--- config.mk ---
export PLATFORM = sky130hd
export DESIGN_NAME = seven_seg_scan_ca
export DESIGN_NICKNAME = d
export VERILOG_FILES = /design/src/rtl/seven_seg_pkg.sv /design/src/rtl/seven_seg_scan_ca_dec.sv /design/src/rtl/seven_seg_scan_ca.sv
export SDC_FILE = /design/constraint.sdc
export NUM_CORES = 1
export LEC_CHECK = 0
export ABC_AREA = 1
export BUFFER_PORTS_ARGS = -buffer_cell sky130_fd_sc_hd__buf_2
export CAP_MARGIN = 10
export CORE_ASPECT_RATIO = 0.75
export CORE_MARGIN = 8
export CORE_UTILIZATION = 35
export DETAILED_ROUTE_END_ITERATION = 10
export PLACE_DENSITY = 0.53
export SLEW_MARGIN = 30
export SYNTH_ARGS = -nofsm -noshare
export SYNTH_HDL_FRONTEND = slang
export SYNTH_SLANG_ARGS = --single-unit
--- constraint.sdc ---
create_clock -name clk -period 3.6 [get_ports clk]
set_input_delay 0.54 -clock clk [delete_from_list [all_inputs] [get_ports clk]]
set_output_delay 0.54 -clock clk [all_outputs]
set_load 0.02 [all_outputs]
--- src/rtl/seven_seg_pkg.sv ---
// Shared types and helpers for the seven-segment scan driver.
// Segment encoding is {dp,g,f,e,d,c,b,a}, active-low.
package seven_seg_pkg;

  typedef logic [7:0] seg_t;

  localparam seg_t SEG_OFF = 8'hFF;

  typedef enum logic {
    S_BLANK,
    S_ON
  } scan_state_t;

  // Active-low {g,f,e,d,c,b,a} glyph for one hex nibble.
  function automatic logic [6:0] hex2seg(input logic [3:0] nib);
    logic [6:0] s;
    case (nib)
      4'h0: s = 7'h40;
      4'h1: s = 7'h79;
      4'h2: s = 7'h24;
      4'h3: s = 7'h30;
      4'h4: s = 7'h19;
      4'h5: s = 7'h12;
      4'h6: s = 7'h02;
      4'h7: s = 7'h78;
      4'h8: s = 7'h00;
      4'h9: s = 7'h10;
      4'hA: s = 7'h08;
      4'hB: s = 7'h03;
      4'hC: s = 7'h46;
      4'hD: s = 7'h21;
      4'hE: s = 7'h06;
      default: s = 7'h0E;
    endcase
    return s;
  endfunction

endpackage

--- src/rtl/seven_seg_scan_ca_dec.sv ---
// Combinational nibble to active-low segment decoder.
// Shared by every digit through the scan mux.
module hex_to_seg_ca
  import seven_seg_pkg::*;
(
  input  logic [3:0] nibble,
  output logic [6:0] seg
);

  assign seg = hex2seg(nibble);

endmodule

--- src/rtl/seven_seg_scan_ca.sv ---
// Multiplexed common-anode display driver: prescaler, blanking,
// frame-synchronous data update and leading-zero blanking.
module seven_seg_scan_ca
  import seven_seg_pkg::*;
#(
  parameter int DIGITS = 8,
  parameter int DWELL  = 50000,
  parameter int BLANK  = 500
) (
  input  logic                  clk,
  input  logic                  rst,
  input  logic [4*DIGITS-1:0]   data_in,
  input  logic                  load,
  input  logic [DIGITS-1:0]     dp_in,
  input  logic                  lzb_en,
  output logic [7:0]            hex,
  output logic [DIGITS-1:0]     an,
  output logic                  frame_done
);

  localparam int MAXC = (DWELL > BLANK) ? DWELL : BLANK;
  localparam int CW   = (MAXC > 1) ? $clog2(MAXC) : 1;
  localparam int IW   = $clog2(DIGITS);
  localparam int DW   = 4 * DIGITS;

  scan_state_t   state, state_n;
  logic [CW-1:0] cnt, cnt_n;
  logic [IW-1:0] idx, idx_n;

  logic [DW-1:0]     pend_data, disp_data;
  logic [DIGITS-1:0] pend_dp, disp_dp;
  logic              pend_vld;

  logic last_blank, last_on, boundary;

  logic [DIGITS-1:0] lead_zero;
  logic [3:0]        nib;
  logic              dp_sel;
  logic              blank_sel;
  logic [6:0]        seg7;
  seg_t              hex_n;
  logic [DIGITS-1:0] an_n;

  assign last_blank = (state == S_BLANK) && (cnt == CW'(BLANK - 1));
  assign last_on    = (state == S_ON) && (cnt == CW'(DWELL - 1));
  assign boundary   = last_on && (idx == IW'(DIGITS - 1));

  // Scan state, counter and digit index registers.
  always_ff @(posedge clk or posedge rst) begin
    if (rst) begin
      state <= S_BLANK;
      cnt   <= '0;
      idx   <= '0;
    end else begin
      state <= state_n;
      cnt   <= cnt_n;
      idx   <= idx_n;
    end
  end

  // Next scan position: blank gap, then dwell, then next digit.
  always_comb begin
    state_n = state;
    cnt_n   = cnt + CW'(1);
    idx_n   = idx;
    unique case (state)
      S_BLANK: begin
        if (last_blank) begin
          state_n = S_ON;
          cnt_n   = '0;
        end
      end
      S_ON: begin
        if (last_on) begin
          state_n = S_BLANK;
          cnt_n   = '0;
          if (idx == IW'(DIGITS - 1)) begin
            idx_n = '0;
          end else begin
            idx_n = idx + IW'(1);
          end
        end
      end
      default: begin
        state_n = S_BLANK;
        cnt_n   = '0;
      end
    endcase
  end

  // Pick the nibble/dp for the upcoming digit and its leading-zero status.
  always_comb begin
    logic acc;
    acc       = 1'b1;
    lead_zero = '0;
    nib       = 4'h0;
    dp_sel    = 1'b0;
    blank_sel = 1'b0;
    for (int i = DIGITS - 1; i >= 0; i--) begin
      acc          = acc && (disp_data[4*i +: 4] == 4'h0);
      lead_zero[i] = acc;
    end
    for (int i = 0; i < DIGITS; i++) begin
      if (idx_n == IW'(i)) begin
        nib       = disp_data[4*i +: 4];
        dp_sel    = disp_dp[i];
        blank_sel = lzb_en && (i != 0) && lead_zero[i];
      end
    end
  end

  hex_to_seg_ca u_dec (
    .nibble (nib),
    .seg    (seg7)
  );

  // Output values for the state being entered on this edge.
  always_comb begin
    hex_n = SEG_OFF;
    an_n  = '1;
    if (state_n == S_ON) begin
      hex_n = {~dp_sel, blank_sel ? 7'h7F : seg7};
      for (int i = 0; i < DIGITS; i++) begin
        an_n[i] = (idx_n != IW'(i));
      end
    end
  end

  // Registered pins move on the same edge as the scan state.
  always_ff @(posedge clk or posedge rst) begin
    if (rst) begin
      hex        <= SEG_OFF;
      an         <= '1;
      frame_done <= 1'b0;
    end else begin
      hex        <= hex_n;
      an         <= an_n;
      frame_done <= boundary;
    end
  end

  // Pending capture and tear-free promotion at the frame boundary.
  always_ff @(posedge clk or posedge rst) begin
    if (rst) begin
      pend_data <= '0;
      pend_dp   <= '0;
      pend_vld  <= 1'b0;
      disp_data <= '0;
      disp_dp   <= '0;
    end else if (boundary) begin
      if (load) begin
        disp_data <= data_in;
        disp_dp   <= dp_in;
      end else if (pend_vld) begin
        disp_data <= pend_data;
        disp_dp   <= pend_dp;
      end
      pend_vld <= 1'b0;
    end else if (load) begin
      pend_data <= data_in;
      pend_dp   <= dp_in;
      pend_vld  <= 1'b1;
    end
  end

endmodule

# Word-level counts from Yosys, hierarchy flattened
# Memory sizes are Yosys's and may differ from the RTL's.
# Cells that the tools add are included.
[classes] addsub=2 n_eq_ne=17 bitwise_logic=3 n_reduce_logical=29 n_mux=41
[ops] cell="two-way mux 32 bit" n=2
[ops] cell="two-way mux 16 bit" n=2
[ops] cell="two-way mux 4 bit" n=8
[ops] cell="two-way mux 8 bit" n=4
[ops] cell="case mux 16 bit (2 select lines)" n=1
[ops] cell="logical NOT 4 bit" n=7
[ops] cell="two-way mux 1 bit" n=19
[ops] cell="adder 16 x 1 -> 16 bit, second input constant" n=1
[ops] cell="== test 16 bit, second input constant" n=1
[ops] cell="== test 16 x 9 -> 1 bit, second input constant" n=1
[ops] cell="logical AND 1 bit" n=16
[ops] cell="== test 3 bit, second input constant" n=5
[ops] cell="inequality test 3 bit, second input constant" n=4
[ops] cell="two-way mux 3 bit" n=3
[ops] cell="two-way mux 7 bit" n=1
[ops] cell="== test 3 x 2 -> 1 bit, second input constant" n=2
[ops] cell="inequality test 3 x 2 -> 1 bit, second input constant" n=2
[ops] cell="AND reduction 2 bit" n=2
[ops] cell="nonzero test 2 bit" n=2
[ops] cell="adder 3 x 1 -> 3 bit, second input constant" n=1
[ops] cell="== test 3 x 1 -> 1 bit, second input constant" n=1
[ops] cell="logical NOT 3 bit" n=1
[ops] cell="inequality test 3 x 1 -> 1 bit, second input constant" n=1
[ops] cell="NOT 1 bit" n=3
[ops] cell="2 further kinds" n=2
[totals] register_bits=118 n_memories=1 input_bits=44 out_inout_bits=17 word_cells=104 mem_bits_ro=112
[mem_list] memory="(no name shown)" words=16 word_bits=7 rd=1 rd_clocked_by_memory_dff=0 wr=0 line_no="seven_seg_pkg.sv:17" rtl="case (nib)"

# Depth between registers and ports, before layout
[depth] ltp_word=17 mapped_depth=19 ltp_nobuf=18

# Hierarchy
# From an unflattened synthesis, not the netlist that was laid out.
[unflattened] hier_cells=697 area_unflattened_um2=6052.1
[by_module_without_submodules] module="seven_seg_scan_ca" area_each_um2=5778.0 cells_per_inst=648 n_inst=1
[by_module_without_submodules] module="hex_to_seg_ca" area_each_um2=274.0 cells_per_inst=49 n_inst=1

# Worst setup path after synthesis
# No wires, ideal clock.
[synth_path] path_type="reg2reg" from="register cnt[0]" to="register hex[3]" synth_period_minus_slack_ns=2.548 t_required_ns=3.512 n_path_buf=1 stages_incl_launch_ff=19 arrival_ns=2.459 setup_slack_ns=1.052 cell_sequence="dfrtp_1 -> ha_1 -> nand3_4 -> nor2_4 -> nand3_2 -> nand2_1 -> nand2_2 -> buf_4 -> nand3_2 -> inv_1 -> nand2_1 -> nand4_1 -> nor2_1 -> inv_1 -> ha_1 -> nand2_2 -> nand2_1 -> nand2_1 -> nand3_1"
[synth_via] elab_chain_cells=16 elab_cells_between_ends=35 cone_classes="eq/ne: 9; mux: 22; reduce/logical: 3; memory: 1"
[synth_rtl] item="from (decl)" line_no="seven_seg_scan_ca.sv:27" rtl="logic [CW-1:0] cnt, cnt_n;"
[synth_rtl] item="from (signal assigned)" line_no="seven_seg_scan_ca.sv:56" rtl="cnt <= cnt_n;"
[synth_rtl] item="== test 16 bit" line_no="seven_seg_scan_ca.sv:45" rtl="assign last_on = (state == S_ON) && (cnt == CW'(DWELL - 1));"
[synth_rtl] item="logical AND 1 bit" line_no="seven_seg_scan_ca.sv:45"
[synth_rtl] item="two-way mux 3 bit" line_no="seven_seg_scan_ca.sv:74" rtl="if (last_on) begin"
[synth_rtl] item="two-way mux 3 bit" line_no="seven_seg_scan_ca.sv:66" rtl="unique case (state)"
[synth_rtl] item="logical NOT 3 bit" line_no="seven_seg_scan_ca.sv:104" rtl="if (idx_n == IW'(i)) begin"
[synth_rtl] item="two-way mux 4 bit (8 in a row)" line_no="seven_seg_scan_ca.sv:104"
[synth_rtl] item="memory read (16 x 7 bit)"
[synth_rtl] item="two-way mux 7 bit" line_no="seven_seg_scan_ca.sv:122" rtl="hex_n = {~dp_sel, blank_sel ? 7'h7F : seg7};"
[synth_rtl] item="two-way mux 8 bit (*)" line_no="seven_seg_scan_ca.sv:121" rtl="if (state_n == S_ON) begin"
[synth_rtl] item="net hex_n[3]" line_no="seven_seg_scan_ca.sv:41" rtl="seg_t hex_n;"
[synth_rtl] item="to (signal assigned)" line_no="seven_seg_scan_ca.sv:136" rtl="hex <= hex_n;"
[synth_rtl] item="to (decl)" line_no="seven_seg_scan_ca.sv:16" rtl="output logic [7:0] hex,"
# The timed path passes the listed nets; every way through them passes the cells marked *.
# A chain may end at the register's enable or synchronous reset.

# Worst setup path in the final report
# Ends and elaborated chain as after synthesis.

==> summary.txt <==
Run status
  • Outcome: finished clean

Cells and area
  • Layout area overhead: 19.7%
  • # diodes: 0
  • Post-layout util: 42.6%
  • Filler instances: 1638
  • Post-Layout Cell Count: 965
  • Net count, final: 791
  • Layout cells sized above 1: 23.5%

Detailed routing
  • Via/cell ratio: 4.87
  • Drt first-iter violations: 317
  • Vias: 4703
  • DR pass1 iterations: 5
  • Drt drc: 0
  • Drt wl/cell: 14.8 um
  • Final ANT Viol Nets: 0
  • Routed wire length: 14300 um

Floorplanning
  • Boundary Pins: 61
  • Initial Util: 35.6%
  • Die Height: 129 um
  • Core footprint: 16700 um2
  • Die X: 167 um
  • Row count: 41
  • Die Footprint: 21500 um2

Synthesis
  • Mapped Avg Cell Area: 8.84 um2
  • FFs w/ async S/R, synth: 100%
  • Post-synth top area share: 42.8%
  • Cell with the most instances after synthesis: nand2_1
  • Most used DFF post-synth: dfrtp_1
  • Yosys reg bits: 118
  • Yosys cell types: 38
  • Synth area leaders: dfrtp_1, nand2_1, dfstp_2
  • Leading area contributor after synthesis: dfrtp_1
  • Mapped Cells: 674
  • Mapped cell area: 5960 um2
  • Top post-synthesis cells by count: nand2_1, dfrtp_1, inv_1, o21ai_0, nand3_1
  • YS warnings: 0
  • EDFF count, synth: 0
  • Syn_nets: 728
  • Sequential cell area fraction in the yosys report: 49.9%

Timing
  • RSZ-0062 raised after global routing: no
  • Final min period: 3.01 ns
  • Setup clock skew after layout: 0.00945 ns
  • Final Max Slew Viols: 0
  • Final Hold Vio Count: 0
  • Setup ws final: 0.593 ns
  • Worst-Margin Slew: 0.904 ns
  • Normalized max-slew margin: 39.5%
  • Setup violations, final: 0
  • Fmax: 0.333 GHz
  • Setup TNS: 0 ns
  • Final Cycle Share: 83.5%

Power and ir drop
  • Pwr per Cell Area: 467 nW/um2
  • Leakage power: 3.41 nW
  • Max VDD drop: 0.328 mV
  • Total design power: 3.33 mW

Clock network
  • Post-CTS Setup Repair Bufs: 0
  • CTS tree: yes
  • TritonCTS Buffers: 17
  • Clock buffer depth: 2
  • CTS resizes: 0
  • Clock Pin Slew Worst Setup and Hold Paths: 0.05 ns
  • CTS HTree Levels: 4
  • Worst-Skew Late Latency: 0.41 ns
  • Root buffer cell: clkbuf_16
  • Sink Count: 118
  • Hold_buf cts: 0

Critical path
  • Worst Setup SP: cnt[0]
  • Setup crit end: hex[3]
  • Critical path arrival: 3.36 ns
  • Reg2Reg Setup Slack: 0.59 ns
  • Worst R2R Start: cnt[0]
  • R2R depth: 16
  • Nature of the critical path startpoint: flip-flop
  • Max FO, Critical Path: 12
  • FF-to-FF End: hex[3]
  • Worst Setup End Kind: flip-flop
  • CP required: 3.95 ns
  • Kind of critical path: reg2reg

Placed design
  • Post-DP HPWL: 10300 um
  • Placed cells: 932
  • Dpl ws: 0.628 ns
  • Number of port buffers: 60
  • Gpl congestion: 0.897

Global routing
  • Initial antenna violation count: 0
  • Pin count of the biggest net entering global routing: 81
  • Overflow after GRT: 0
  • Total Routing Usage GR: 14.0%
  • First-pass GRT wire length: 23900 um
  • Vias in the first global route: 4788

Hold path
  • Hold Crit Class: in2async

Flow run
  • MaxCap Viol Count: 0
==> power breakdown <==
group          switching, mW  total (mW)  internal, mW
sequential            0.0194        1.39          1.37
clock                  0.594        1.77          1.18
combinational         0.0919       0.169        0.0769
==> kinds of logic (layout without fill, tap and decap cells) <==
| family | count (synthesis) | count (layout) | share of synthesized area, % |
|---|---|---|---|
| AND/OR/NAND/NOR | 293 | 293 | 23.0 |
| multiplexers | 52 | 52 | 9.28 |
| buffers and inverters | 106 | 182 | 7.06 |
| XOR/XNOR | 3 | 3 | 0.441 |
| flip-flops | 118 | 118 | 49.9 |
| adder cells (fa/ha/maj) | 10 | 10 | 2.10 |
| AO/OA/AOI/OAI | 92 | 92 | 8.23 |
==> layer usage <==
metal	part of all wire [%]	track usage, %	routed length, um	up-vias
li1	-	-	-	2347
met1	51	18.9	7320	2238
met2	42	20.8	6000	101
met3	5.2	4.59	741	17
met4	1.3	4.75	186	0
met5	0	0	0	-
==> final cells by class <==
type	instances	area [um2]	area share [%]
sequential	118	2970	41.7
inverter	82	312	4.37
clock inverter	8	120	1.68
timing repair buffer	68	385	5.40
multi-input combinational	450	2570	36.0
clock buffer	24	502	7.04
tap	215	269	3.77
==> flip-flops by register name, summed over array words and instances (netlist names) <==
name        flops
frame_done      1
an              8
hex             8
pend_data      32
pend_dp         8
disp_dp         8
idx             3
cnt            16
disp_data      32
state           1
pend_vld        1
==> worst max-delay path, cell delays in order, from the launching register on <==
cell and delay, ns:
dfrtp_1 0.36, ha_1 0.23, nand3_4 0.13, nor2_4 0.20, nand3_2 0.14, nand2_1 0.10, nand2_2 0.18, nor3_2 0.51
nand2_1 0.16, nand4_1 0.15, nor2_1 0.13, ha_1 0.33, inv_1 0.06, nand2_1 0.05, nand2_1 0.07, nand2_1 0.05
nand3_1 0.08
==> metrics by stage <==
stage	area [um2]	hold WS (ns)
3_5_place_dp	6490	0.455
5_1_grt	7130	0.0877
2_1_floorplan	5960	0.422
4_1_cts	7110	0.325
6_report	7130	0.0934
3_3_place_gp	6490	0.444
==> how the worst min path moves through the flow <==
stage	start	slack, ns	endpoint
detailed placement	cnt[0]	0.46	cnt[0]
finish	rst	0.09	cnt[5]
global route	rst	0.09	cnt[6]
floorplan	disp_dp[7]	0.42	hex[7]
global placement	cnt[0]	0.44	cnt[0]
CTS	rst	0.33	cnt[4]
==> cell usage in the layout (no fill, tap or decap), types with 4 or more instances in the layout <==
cell	Yosys	final
nor2_1	34	34
a21oi_1	11	11
mux2i_1	26	26
nor4_1	6	6
nand4_1	18	18
clkbuf_8	0	5
inv_2	6	6
nand2_2	6	8
dfstp_2	16	16
clkbuf_16	0	17
nor3_1	10	10
o21ai_0	75	75
buf_4	2	6
mux2_2	26	26
dfrtp_1	102	102
buf_2	0	60
nor2_2	4	4
inv_1	76	75
nand3_1	38	38
ha_1	10	10
nand3_2	6	6
nand2_1	159	157
Power figures use the tool's default switching activity.
